## config.mk

```make
export PLATFORM = sky130hd
export DESIGN_NAME = tap_sequencer
export DESIGN_NICKNAME = d
export VERILOG_FILES = /design/src/rtl/tap_sequencer.sv
export SDC_FILE = /design/constraint.sdc
export NUM_CORES = 1
export LEC_CHECK = 0
export CORE_MARGIN = 2
export CORE_UTILIZATION = 36
export DETAILED_ROUTE_END_ITERATION = 10
export HOLD_SLACK_MARGIN = 0.12
export PLACE_DENSITY = 0.86
export SLEW_MARGIN = 0
export SYNTH_ARGS = -nofsm -noshare
export SYNTH_HDL_FRONTEND = slang
export SYNTH_SLANG_ARGS = --single-unit
```

## constraint.sdc

```tcl
create_clock -name clk -period 1.1 [get_ports clk]
set_input_delay 0.22 -clock clk [delete_from_list [all_inputs] [get_ports clk]]
set_output_delay 0.22 -clock clk [all_outputs]
set_load 0.01 [all_outputs]
```

## src/rtl/tap_sequencer.sv

```systemverilog
// Tap sequencer: latches one sample per handshake, sweeps the tap index 0..N_TAPS-1
// under clk_enable, then pulses result_valid; all outputs registered.
module tap_sequencer #(
    parameter int COUNT_WIDTH = 6,
    parameter int N_TAPS      = 64,
    parameter int DATA_WIDTH  = 16
) (
    input  logic                          clk,
    input  logic                          reset,
    input  logic                          clk_enable,
    input  logic signed [DATA_WIDTH-1:0]  sample_in,
    input  logic                          sample_valid,
    output logic                          sample_ready,
    input  logic                          overrun_clear,
    output logic signed [DATA_WIDTH-1:0]  sample_out,
    output logic [COUNT_WIDTH-1:0]        current_count,
    output logic                          count_active,
    output logic                          sample_load,
    output logic                          accum_clear,
    output logic                          result_valid,
    output logic                          overrun
);

    typedef enum logic [1:0] {IDLE, RUN, DONE} state_t;

    localparam logic [COUNT_WIDTH-1:0] LAST_TAP = COUNT_WIDTH'(N_TAPS - 1);

    state_t                         state, state_nxt;
    logic [COUNT_WIDTH-1:0]         count_nxt;
    logic signed [DATA_WIDTH-1:0]   sample_nxt;
    logic                           active_nxt;
    logic                           ready_nxt;
    logic                           load_nxt;
    logic                           clear_nxt;
    logic                           result_nxt;
    logic                           overrun_nxt;

    always_ff @(posedge clk) begin
        if (reset) begin
            state         <= IDLE;
            current_count <= '0;
            sample_out    <= '0;
            count_active  <= 1'b0;
            sample_ready  <= 1'b1;
            sample_load   <= 1'b0;
            accum_clear   <= 1'b0;
            result_valid  <= 1'b0;
            overrun       <= 1'b0;
        end else begin
            state         <= state_nxt;
            current_count <= count_nxt;
            sample_out    <= sample_nxt;
            count_active  <= active_nxt;
            sample_ready  <= ready_nxt;
            sample_load   <= load_nxt;
            accum_clear   <= clear_nxt;
            result_valid  <= result_nxt;
            overrun       <= overrun_nxt;
        end
    end

    always_comb begin
        state_nxt   = state;
        count_nxt   = current_count;
        sample_nxt  = sample_out;
        active_nxt  = count_active;
        ready_nxt   = sample_ready;
        load_nxt    = 1'b0;
        clear_nxt   = 1'b0;
        result_nxt  = 1'b0;
        overrun_nxt = overrun;

        // A dropped sample outranks a simultaneous clear so no overrun is ever lost.
        if (overrun_clear)
            overrun_nxt = 1'b0;
        if (sample_valid && clk_enable && !sample_ready)
            overrun_nxt = 1'b1;

        case (state)
            IDLE: begin
                count_nxt = '0;
                ready_nxt = 1'b1;
                if (sample_valid && clk_enable) begin
                    sample_nxt = sample_in;
                    state_nxt  = RUN;
                    active_nxt = 1'b1;
                    ready_nxt  = 1'b0;
                    load_nxt   = 1'b1;
                    clear_nxt  = 1'b1;
                end
            end
            RUN: begin
                if (clk_enable) begin
                    if (current_count == LAST_TAP) begin
                        count_nxt  = '0;
                        state_nxt  = DONE;
                        active_nxt = 1'b0;
                        result_nxt = 1'b1;
                    end else begin
                        count_nxt = current_count + COUNT_WIDTH'(1);
                    end
                end
            end
            DONE: begin
                state_nxt  = IDLE;
                ready_nxt  = 1'b1;
                active_nxt = 1'b0;
                count_nxt  = '0;
            end
            default: begin
                state_nxt  = IDLE;
                count_nxt  = '0;
                active_nxt = 1'b0;
                ready_nxt  = 1'b1;
            end
        endcase
    end

endmodule

```

Yosys cells after proc, flatten, opt, wreduce, memory -nomap -nowiden
Cells that the tools add are included.

Register bits after elaboration: 29. Latch bits: 0. Memory bits (writable): 0. ROM bits: 0. Bits of input ports: 21. Logic and storage cells: 42. Memories: 0.

Add/sub/neg operators: 1. $mul: 0. Div/mod/pow operators: 0. Order comparisons: 0. Equality and inequality tests: 5. Shift-type cells: 0. Muxes and demuxes: 15. Bitwise logic cells: 3. Reduce and logical (&&, ||, !) cells: 10.

Operator list (number): 1-bit 2-to-1 mux (8); 6-bit by 1-bit adder with 6-bit output, second input constant (1); 6-bit equality test, second input constant (1); 2-bit 2-to-1 mux (3); 6-bit 2-to-1 mux (1); 2-bit inequality test, second input constant (3); 1-bit one-hot mux with 2 select lines (2); 2-bit one-hot mux with 2 select lines (1); 2-bit OR reduction (2); 1-bit inverter (3); 3-bit AND reduction (1); 3-bit OR reduction (1); 2-bit by 1-bit equality test with 1-bit output, second input constant (1); 1-bit logical AND (2); 2-bit logical NOT (1); 2-bit AND reduction (1); 2-bit nonzero test (1); 1-bit logical NOT (1).

Depth between registers and ports, before layout
Depth after elaboration: 4. Gate-level depth with buffers: 6. Mapped depth without buffers: 4.

Worst setup path after synthesis
OpenSTA, ideal clock, no wires.

Path type: register to register. From: register state[0]. To: register current_count[5]. Data arrival time: 1.143 ns. Required time: 1.034 ns. Setup slack: -0.109 ns. Stages on the path, launching flop included: 5. Buffers on the path: 1. Clock period less this slack: 1.209 ns. Path through: dfxtp_1 > or3b_1 > buf_2 > a21o_4 > a21oi_2.

Word-level cells in the longest chain between the ends: 3.

RTL lines: start: declaration (line 28) `state_t state, state_nxt;`; start signal: assignment (line 50) `state <= state_nxt;`; 2-bit by 1-bit equality test with 1-bit output (line 79) `case (state)`; 1-bit inverter (no source line); 2-bit OR reduction (no source line); end signal: assignment (line 51) `current_count <= count_nxt;`; end: declaration (line 16) `output logic [COUNT_WIDTH-1:0] current_count,`.

Every way passes these cells. A chain may end at the register's enable or synchronous reset.

Worst setup path in the final report
Same ends and word-level chain as after synthesis.

==> impl_table.tex <==
\begin{tabular}{lr}
\hline
Metric & Value \\
\hline
\multicolumn{2}{l}{\textbf{Outcome}} \\
\quad Outcome & finished, violations left \\
\quad Violated checks & negative setup slack \\
\multicolumn{2}{l}{\textbf{Die}} \\
\quad Die height & around 58 um \\
\quad Std-Cell Rows & 19 \\
\quad Horiz. Die Dim & just under 60 um \\
\quad Floorplan die area & roughly 3400 um2 \\
\quad Floorplan Core Area & approximately 2800 um2 \\
\quad Effective utilization at floorplan & 0.380 \\
\quad I/O pin total & a little under 50 \\
\multicolumn{2}{l}{\textbf{Pwr}} \\
\quad Leakage & 0.000695 uW \\
\quad Pwr per Cell Area & approximately 1100 nW/um2 \\
\quad Maximum vdd ir drop & 0.000761 V \\
\quad Power Total & between 1500 and 2000 uW \\
\multicolumn{2}{l}{\textbf{Critical path}} \\
\quad Required time at the worst-slack endpoint & roughly 1.4 ns \\
\quad Category of the most critical setup path & reg -> reg \\
\quad Kind of start point of the critical path & flip-flop \\
\quad Max FO, Critical Path & 4 \\
\quad Nature of the critical path endpoint & flip-flop \\
\quad Critical Path Slowest Stage Cell & sky130\_fd\_sc\_hd\_\_or3b\_4 \\
\quad CP max stage delay & approximately 0.41 ns \\
\quad Cell breakdown of the critical path & or3b\_4 -> a21o\_4 -> a21oi\_2 \\
\quad CP startpoint & state[0]\$\_SDFFE\_PP0P\_ \\
\quad Origin of the critical flop-to-flop path & state[0]\$\_SDFFE\_PP0P\_ \\
\quad Critical Path AT & 1.42 ns \\
\multicolumn{2}{l}{\textbf{Synthesis}} \\
\quad Synthesized Nets & roughly 140 \\
\quad Post-synth top flop & sky130\_fd\_sc\_hd\_\_dfxtp\_1 \\
\quad Syn Std Cell Area & 1050 um2 \\
\quad Cells after Synth & around 120 \\
\quad Synthesized area per cell & between 8 and 9 um2 \\
\quad Library cells used by synthesis & 24 \\
\quad Number of enable flip-flop cells after synthesis & 0 \\
\quad Warning count from the yosys run & 0 \\
\quad Fraction of registers with async set/reset & 0 \\
\quad Synthesis-stage register bit count & 28 \\
\quad Register area share after synthesis & 0.535 \\
\multicolumn{2}{l}{\textbf{Clock network}} \\
\quad Root Buffer Master & sky130\_fd\_sc\_hd\_\_clkbuf\_4 \\
\quad Depth of the CTS H-tree & 1 \\
\quad Quantity of hold-fixing buffers added after cts & 0 \\
\quad Worst skew pair latency & $\sim$0.31 ns \\
\quad Maximum clock path buffer count & 2 \\
\quad Clock tree from TritonCTS & built \\
\quad Clock Pin Slew Worst Setup and Hold Paths & 0.14 ns \\
\quad TritonCTS Buffers & 3 \\
\quad CTS Sinks & 28 \\
\multicolumn{2}{l}{\textbf{Timing}} \\
\quad Setup total negative slack & -0.181 ns \\
\quad Fmax & approximately 860 MHz \\
\quad Post-Route Skew & 0.00250 ns \\
\quad Number of max-slew violations in the final report & 0 \\
\quad Worst-margin pin slew & roughly 0.27 ns \\
\quad Hold Violations, Final & 0 \\
\quad Time the final worst path needs with I/O delays and setup & 1.16 ns \\
\quad Hold slack final & about 0.34 ns \\
\quad Total of endpoints with negative setup slack in the final report & 4 \\
\quad Worst Slack Setup Final & -0.0601 ns \\
\quad Period utilization & 1.05 \\
\quad RSZ-0062 raised after global routing & true \\
\quad Slew headroom & 0.817 \\
\multicolumn{2}{l}{\textbf{Cells and area}} \\
\quad Net total in the final layout & around 200 \\
\quad Final Util & 0.594 \\
\quad Most frequent cells in the layout & sky130\_fd\_sc\_hd\_\_nand2\_1 (34), sky130\_fd\_sc\_hd\_\_dfxtp\_2 (28), sky130\_fd\_sc\_hd\_\_buf\_2 (28) \\
\quad Area of all placed cells without fillers & 1640 um2 \\
\quad Antenna diode count & 0 \\
\quad Synthesis-to-finish area growth & 56.5\% \\
\quad Ratio of cells with drive above 1 in the final layout & 0.545 \\
\quad Leading cell type in the layout, fill and taps excluded & sky130\_fd\_sc\_hd\_\_nand2\_1 \\
\multicolumn{2}{l}{\textbf{Routing}} \\
\quad Via count & 1025 \\
\quad Final ANT Viol Nets & 0 \\
\quad Detail-routed via count per cell & 4.90 \\
\quad Detailed-router iteration count before antenna repair & 4 \\
\quad DRC marker count from the first detailed-route iteration & 12 \\
\quad Routed WL per cell & between 10 and 15 um \\
\quad Wire length after detailed routing & approximately 2.9 mm \\
\quad Detailed-route DRC error count & 0 \\
\multicolumn{2}{l}{\textbf{Min path}} \\
\quad Hold Crit Class & in -> reg \\
\quad Hold path startpoint & sample\_valid \\
\multicolumn{2}{l}{\textbf{Job}} \\
\quad Count of maximum capacitance violations & 0 \\
\multicolumn{2}{l}{\textbf{GRT}} \\
\quad Number of antenna violations at the first check in global routing & 0 \\
\quad Largest net degree at the start of global routing & 20 \\
\quad GRT Overall Usage & 0.179 \\
\quad Final global-route overflow total & 0 \\
\quad Wire length of the first global-routing pass & about 4.6 mm \\
\quad Vias in the first global route & 1049 \\
\multicolumn{2}{l}{\textbf{Placed design}} \\
\quad Area after DPL & 1630 um2 \\
\quad Gpl congestion & 0.744 \\
\quad Count of port buffers added during placement & 48 \\
\quad DPL Wire Length & $\sim$2.2 mm \\
\hline
\end{tabular}
-- stage by stage --
stage                     setup WS, ns  std cells
after floorplan                -0.0692        119
after global placement          -0.369        204
after detailed placement        -0.486        204
after CTS                      -0.0280        209
after global routing            -0.109        209
final                          -0.0601        209
-- logic make-up (layout without fill, tap and decap cells) --
family	count (synthesis)	after routing	share of synthesized area
AOI/OAI and AO/OA	21	21	0.113
xor gates and xnor gates	4	4	0.0335
adders and majority gates	1	1	0.0119
buffers and inverters	9	68	0.0562
DFF	28	28	0.535
muxes	1	1	0.00956
and+or+nand+nor	55	55	0.240
-- cell type report --
class	instances	area, um2
tap	31	38.8
multi-input combinational	82	500
fill	260	1120
clock buffer	3	22.5
timing repair buffer	65	482
sequential	28	596
-- path summary, 6_finish.rpt --
path                              endpoint  slack [ns]  cells after the start
max          current_count[5]$_SDFFE_PP0P_       -0.06                      3
min                   overrun$_SDFFE_PP0P_        0.34                      3
max reg2reg  current_count[5]$_SDFFE_PP0P_       -0.06                      3
min reg2reg     sample_out[4]$_SDFFE_PP0P_        0.46                      2
-- power breakdown --
group / switching (uW) / internal (uW)
logic: 133 / 153
clock network: 277 / 128
registers: 19.9 / 1060
total: 429 / 1340
-- synth_stat cells (2+ instances only) --
| library cell | count | area (um2) |
|---|---|---|
| sky130_fd_sc_hd__nand2_1 | 35 | 131 |
| sky130_fd_sc_hd__dfxtp_1 | 28 | 561 |
| sky130_fd_sc_hd__a21oi_1 | 17 | 85.1 |
| sky130_fd_sc_hd__nor2_1 | 8 | 30.0 |
| sky130_fd_sc_hd__buf_4 | 4 | 30.0 |
| sky130_fd_sc_hd__xor2_1 | 3 | 26.3 |
| sky130_fd_sc_hd__and3_1 | 2 | 12.5 |
| sky130_fd_sc_hd__buf_2 | 2 | 10.0 |
| sky130_fd_sc_hd__clkbuf_1 | 2 | 7.51 |
| sky130_fd_sc_hd__nand4_1 | 2 | 12.5 |
| sky130_fd_sc_hd__nor2_2 | 2 | 12.5 |
| sky130_fd_sc_hd__o21ai_0 | 2 | 10.0 |
-- sequential cells by signal, indices dropped and copies added, names as in the netlist --
register and cells:
overrun 1, accum_clear 1, state 2, sample_ready 1, current_count 6, sample_out 16
result_valid 1
-- metal layers --
| metal | global-route usage | wire length [um] |
|---|---|---|
| met5 | 0 | 0 |
| met4 | 0.0664 | 12 |
| met3 | 0.0469 | 190 |
| met2 | 0.325 | 1560 |
| met1 | 0.199 | 1110 |
-- critical path, delay by kind of cell (launching register included) --
kind / cells / cell delay [ns]
AND/OR/NAND/NOR: 1 / 0.41
flip-flops: 1 / 0.38
AO/OA/AOI/OAI: 2 / 0.32
-- what timing repair did --
item / in CTS / in global routing
pin swaps: 2 / 3
buffers inserted: 2 / 0
gates resized for setup: 142 / 21
endpoints found under the hold margin: 0 / 0
endpoints found under the setup margin: 55 / 23
Note: power is estimated with default switching activity, not from simulation.
==> patch 1: new RTL, same settings <==
Change the parameter `COUNT_WIDTH` from 6 to 3.
--- a/src/rtl/tap_sequencer.sv
+++ b/src/rtl/tap_sequencer.sv
@@ -1,7 +1,7 @@
 // Tap sequencer: latches one sample per handshake, sweeps the tap index 0..N_TAPS-1
 // under clk_enable, then pulses result_valid; all outputs registered.
 module tap_sequencer #(
-    parameter int COUNT_WIDTH = 6,
+    parameter int COUNT_WIDTH = 3,
     parameter int N_TAPS      = 64,
     parameter int DATA_WIDTH  = 16
 ) (
Ports: changed (resized current_count); port bits go from 49 to 46. The function was not compared with the original's and may differ.
==> patch 1 against the unedited design <==
The flow still finishes with violations (negative setup slack); highest routed layer is now met3; synthesized cell count down 13%; clock skew up 0.0043 ns; area after synthesis up 5.9%; sequential cell count down 3; final area down 0.61%; worst hold slack better by 0.027 ns; worst setup slack worse by 0.064 ns; fmax down 5.2%; wire length down 16%; power down 4.6%; critical path depth down 1.
==> patch 1: results (changes against the unedited design) <==
[outcome]
status=finished with violations
failed_checks=negative setup slack

[power_and_ir_drop]
p_leak_nw=0.694  ; -0.13%
ir_drop_mv=0.562  ; -26%

[final_layout]
drive_above_1_share_pct=45.9  ; -8.6 points
largestRegisters=sample_out x16, current_count x3, state x2
layoutNonFillerInstCount=190  ; -9.1%

[logic_synthesis]
synth.distinct_cells=20  ; -17%
synth_seq_area_share_pct=45.1  ; -8.4 points
synth_fp_nets=126  ; -11%

[place]
pre_cts_ws_ns=-0.505  ; -0.0187 ns
numPlacedInstances=180  ; -12%
hpwl_um=1750  ; -19%
port_buffers=45  ; -6.3%

[worst_setup_path]
max_stage_delay_ns=0.54  ; +0.13 ns
slowest_stage=or4bb_4

[grt]
grt_max_degree=37  ; +85%
grt_pass1_wl_um=3970  ; -14%
grtUsageMet3_pct=2.40  ; -2.3 points
use_met1_pct=16.4  ; -3.5 points
grtUsageMet2_pct=27.8  ; -4.7 points

[detailed_routing]
routed.top_layer=met3
drtIter0Drc=5  ; -7
met3_length_um=136  ; -28%
wl_per_cell_um=12.7  ; -7.8%
vias_per_cell=4.72  ; -3.7%
m1WireLength_um=972  ; -12%

[timing]
finalSetupTns_ns=-1.64  ; -1.46 ns
setup_violations=21  ; +17
slew_headroom_pct=79.0  ; -2.7 points
worst_slack_ns=-0.124  ; -0.0642 ns

patch 1: cell types whose count changed after synthesis, moves of 2 or more:
cell / delta
buf_4: -2
a21oi_1: -15
o21ai_0: -2
mux2i_1: +17
nor2_2: -2
nand4_1: -2
xor2_1: -3
and3_1: -2
nand2_1: -35
nand2b_1: +33
dfxtp_1: -3
nor2_1: -5
nor2b_1: +2
patch 1: area by class of cell:
type | instances | area, um^2
well taps | 33 | 41.3
fillers | 269 | 1350
flip-flops and latches | 25 | 541
multi-input cells | 69 | 577
clock buffers | 4 | 26.3
repair buffers | 59 | 444
patch 1: path summary, 6_finish.rpt:
| kind | startpoint | cells after the start | to |
|---|---|---|---|
| min reg2reg | sample_out[2] | 2 | sample_out[2] |
| max reg2reg | state[0] | 2 | sample_ready |
| max | state[0] | 2 | sample_ready |
| min | clk_enable | 3 | overrun |
patch 1: kinds of logic after synthesis:
group / count (synthesis) / synth area share [%]
multiplexers: 18 / 16.3
buffers and inverters: 9 / 6.66
AND/OR/NAND/NOR: 45 / 27.4
adder cells (fa/ha/maj): 2 / 2.26
flip-flops: 25 / 45.1
AO/OA/AOI/OAI: 4 / 2.26
patch 1: metrics by stage:
step	area, um^2	power, mW	util (%)
finish	1630	1.69	54.7
global route	1630	1.78	54.7
CTS	1630	1.71	54.7
detailed placement	1620	1.32	54.3
global placement	1620	1.31	54.3
floorplan	1140	1.15	-
patch 1: report_power, final:
group	internal [mW]	switching, mW	leakage, nW
Sequential	0.945	0.0247	0.215
Clock	0.141	0.258	0.0150
Combinational	0.196	0.121	0.465
Total	1.28	0.404	0.694
patch 1: what timing repair did:
action	in CTS	in global routing
hold buffers	0	0
pin swaps	4	0
gates cloned	1	0
setup buffers	4	1
endpoints found under the setup margin	48	31
gates resized for setup	115	13
==> patch 2: new RTL, config.mk and constraints unchanged <==
Without the edit above. Re-encode `state_t` (3 states) as one-hot, 3 bits wide.
--- a/src/rtl/tap_sequencer.sv
+++ b/src/rtl/tap_sequencer.sv
@@ -21,7 +21,7 @@
     output logic                          overrun
 );
 
-    typedef enum logic [1:0] {IDLE, RUN, DONE} state_t;
+    typedef enum logic [2:0] {IDLE = 3'b001, RUN = 3'b010, DONE = 3'b100} state_t;
 
     localparam logic [COUNT_WIDTH-1:0] LAST_TAP = COUNT_WIDTH'(N_TAPS - 1);
 
Formal check against the unedited RTL: no difference found for any inputs over 10 cycles, from zero or initial values and one cycle with reset high; not proved beyond that.
==> patch 2 against the unedited design <==
The flow still finishes with violations (negative setup slack); worst setup slack got worse by 0.13 ns; area after synthesis increased by 9.9%; sequential cell count increased by 2; global-route usage increased by 0.36 points; wire length increased by 20%; final area increased by 14%; power increased by 19%; sequential share of layout area decreased by 2.2 points; critical endpoint unchanged; highest routed layer unchanged.
==> patch 2: results (changes against the unedited design) <==
[logic_synthesis]
synth_fp_nets=152  ; +7.8%
synth_seq_area_share_pct=52.2  ; -1.4 points
synth.distinct_cells=28  ; +17%

[power_and_ir_drop]
ir_drop_mv=0.723  ; -5.0%
pg_clk_mw=0.682  ; +68%
p_sw_share_pct=24.8  ; +0.53 points
p_leak_nw=0.739  ; +6.3%

[timing]
skew_ns=0.0180  ; +0.0155 ns
worst_slack_ns=-0.191  ; -0.131 ns
setup_violations=29  ; +25
tightest_slew_ns=0.310  ; +0.0354 ns

[worst_setup_path]
slowest_stage=or4b_4
reg2reg_from=state[2]
max_stage_delay_ns=0.57  ; +0.16 ns

[hold_path]
hp-start=clk_enable

[outcome]
status=finished with violations
failed_checks=negative setup slack

[grt]
grt_max_degree=21  ; +5.0%
grt_pass1_wl_um=4940  ; +6.6%
groute.usage.overall_pct=18.3  ; +0.36 points

[place]
hpwl_um=2320  ; +7.5%

[detailed_routing]
drtIter0Drc=83  ; +71
vias=1206  ; +18%

[clock_tree]
cts.clk_slew.worst_paths_ns=0.09  ; -0.05 ns

[final_layout]
largestRegisters=sample_out x16, current_count x6, state x3
nets=216  ; +6.9%

## patch 2: repair_timing
item                                    4_1_cts  5_1_grt
pin swaps                                     4        9
endpoints found under the setup margin       56       43
buffers inserted                              2        0
gates resized for setup                     125       34
cloned                                        1        0
## patch 2: path summary, 6_finish.rpt
path / endpoint / slack (ns) / depth (start not counted)
setup / recovery: current_count[5] / -0.19 / 4
hold / removal: overrun / 0.38 / 3
setup reg to reg: current_count[5] / -0.19 / 3
hold reg to reg: sample_out[4] / 0.48 / 2
## patch 2: kinds of logic after synthesis
family / count (synthesis) / share of synthesized area, %
xor+xnor: 4 / 3.04
buf+inv: 12 / 5.00
simple gates: 40 / 18.9
compound gates: 42 / 18.9
flops: 30 / 52.2
mux: 1 / 0.870
fa+ha+maj: 1 / 1.09
## patch 2: tightest hold or removal path, stage by stage
cell and delay [ns]:
dlygate4sd2_1 0.27, nand3b_1 0.09, a21oi_1 0.06
## patch 2: cell type report
| class | instances | area, um^2 |
|---|---|---|
| flip-flops and latches | 30 | 639 |
| well taps | 44 | 55.1 |
| repair buffers | 68 | 505 |
| multi-input cells | 88 | 602 |
| clock buffers | 6 | 51.3 |
| clock inverters | 2 | 12.5 |
| fillers | 270 | 1180 |
| inverters | 1 | 5.00 |
## patch 2: through the flow
stage                     utilization [%]  std cells  setup TNS [ns]  instance area, um^2
after floorplan                         -        130          -0.726                 1210
after global placement               58.7        228          -10.83                 1790
after detailed placement             58.7        228          -12.26                 1790
after CTS                            61.6        239           -3.41                 1880
after global routing                 61.3        239           -4.98                 1870
final                                61.3        239           -3.69                 1870
## patch 2: routing by layer
metal  global-route usage [%]  share of wire, %
met1                     21.4                39
met2                     31.4                54
met3                     4.90               5.3
met4                     8.07               1.6
met5                        0                 0
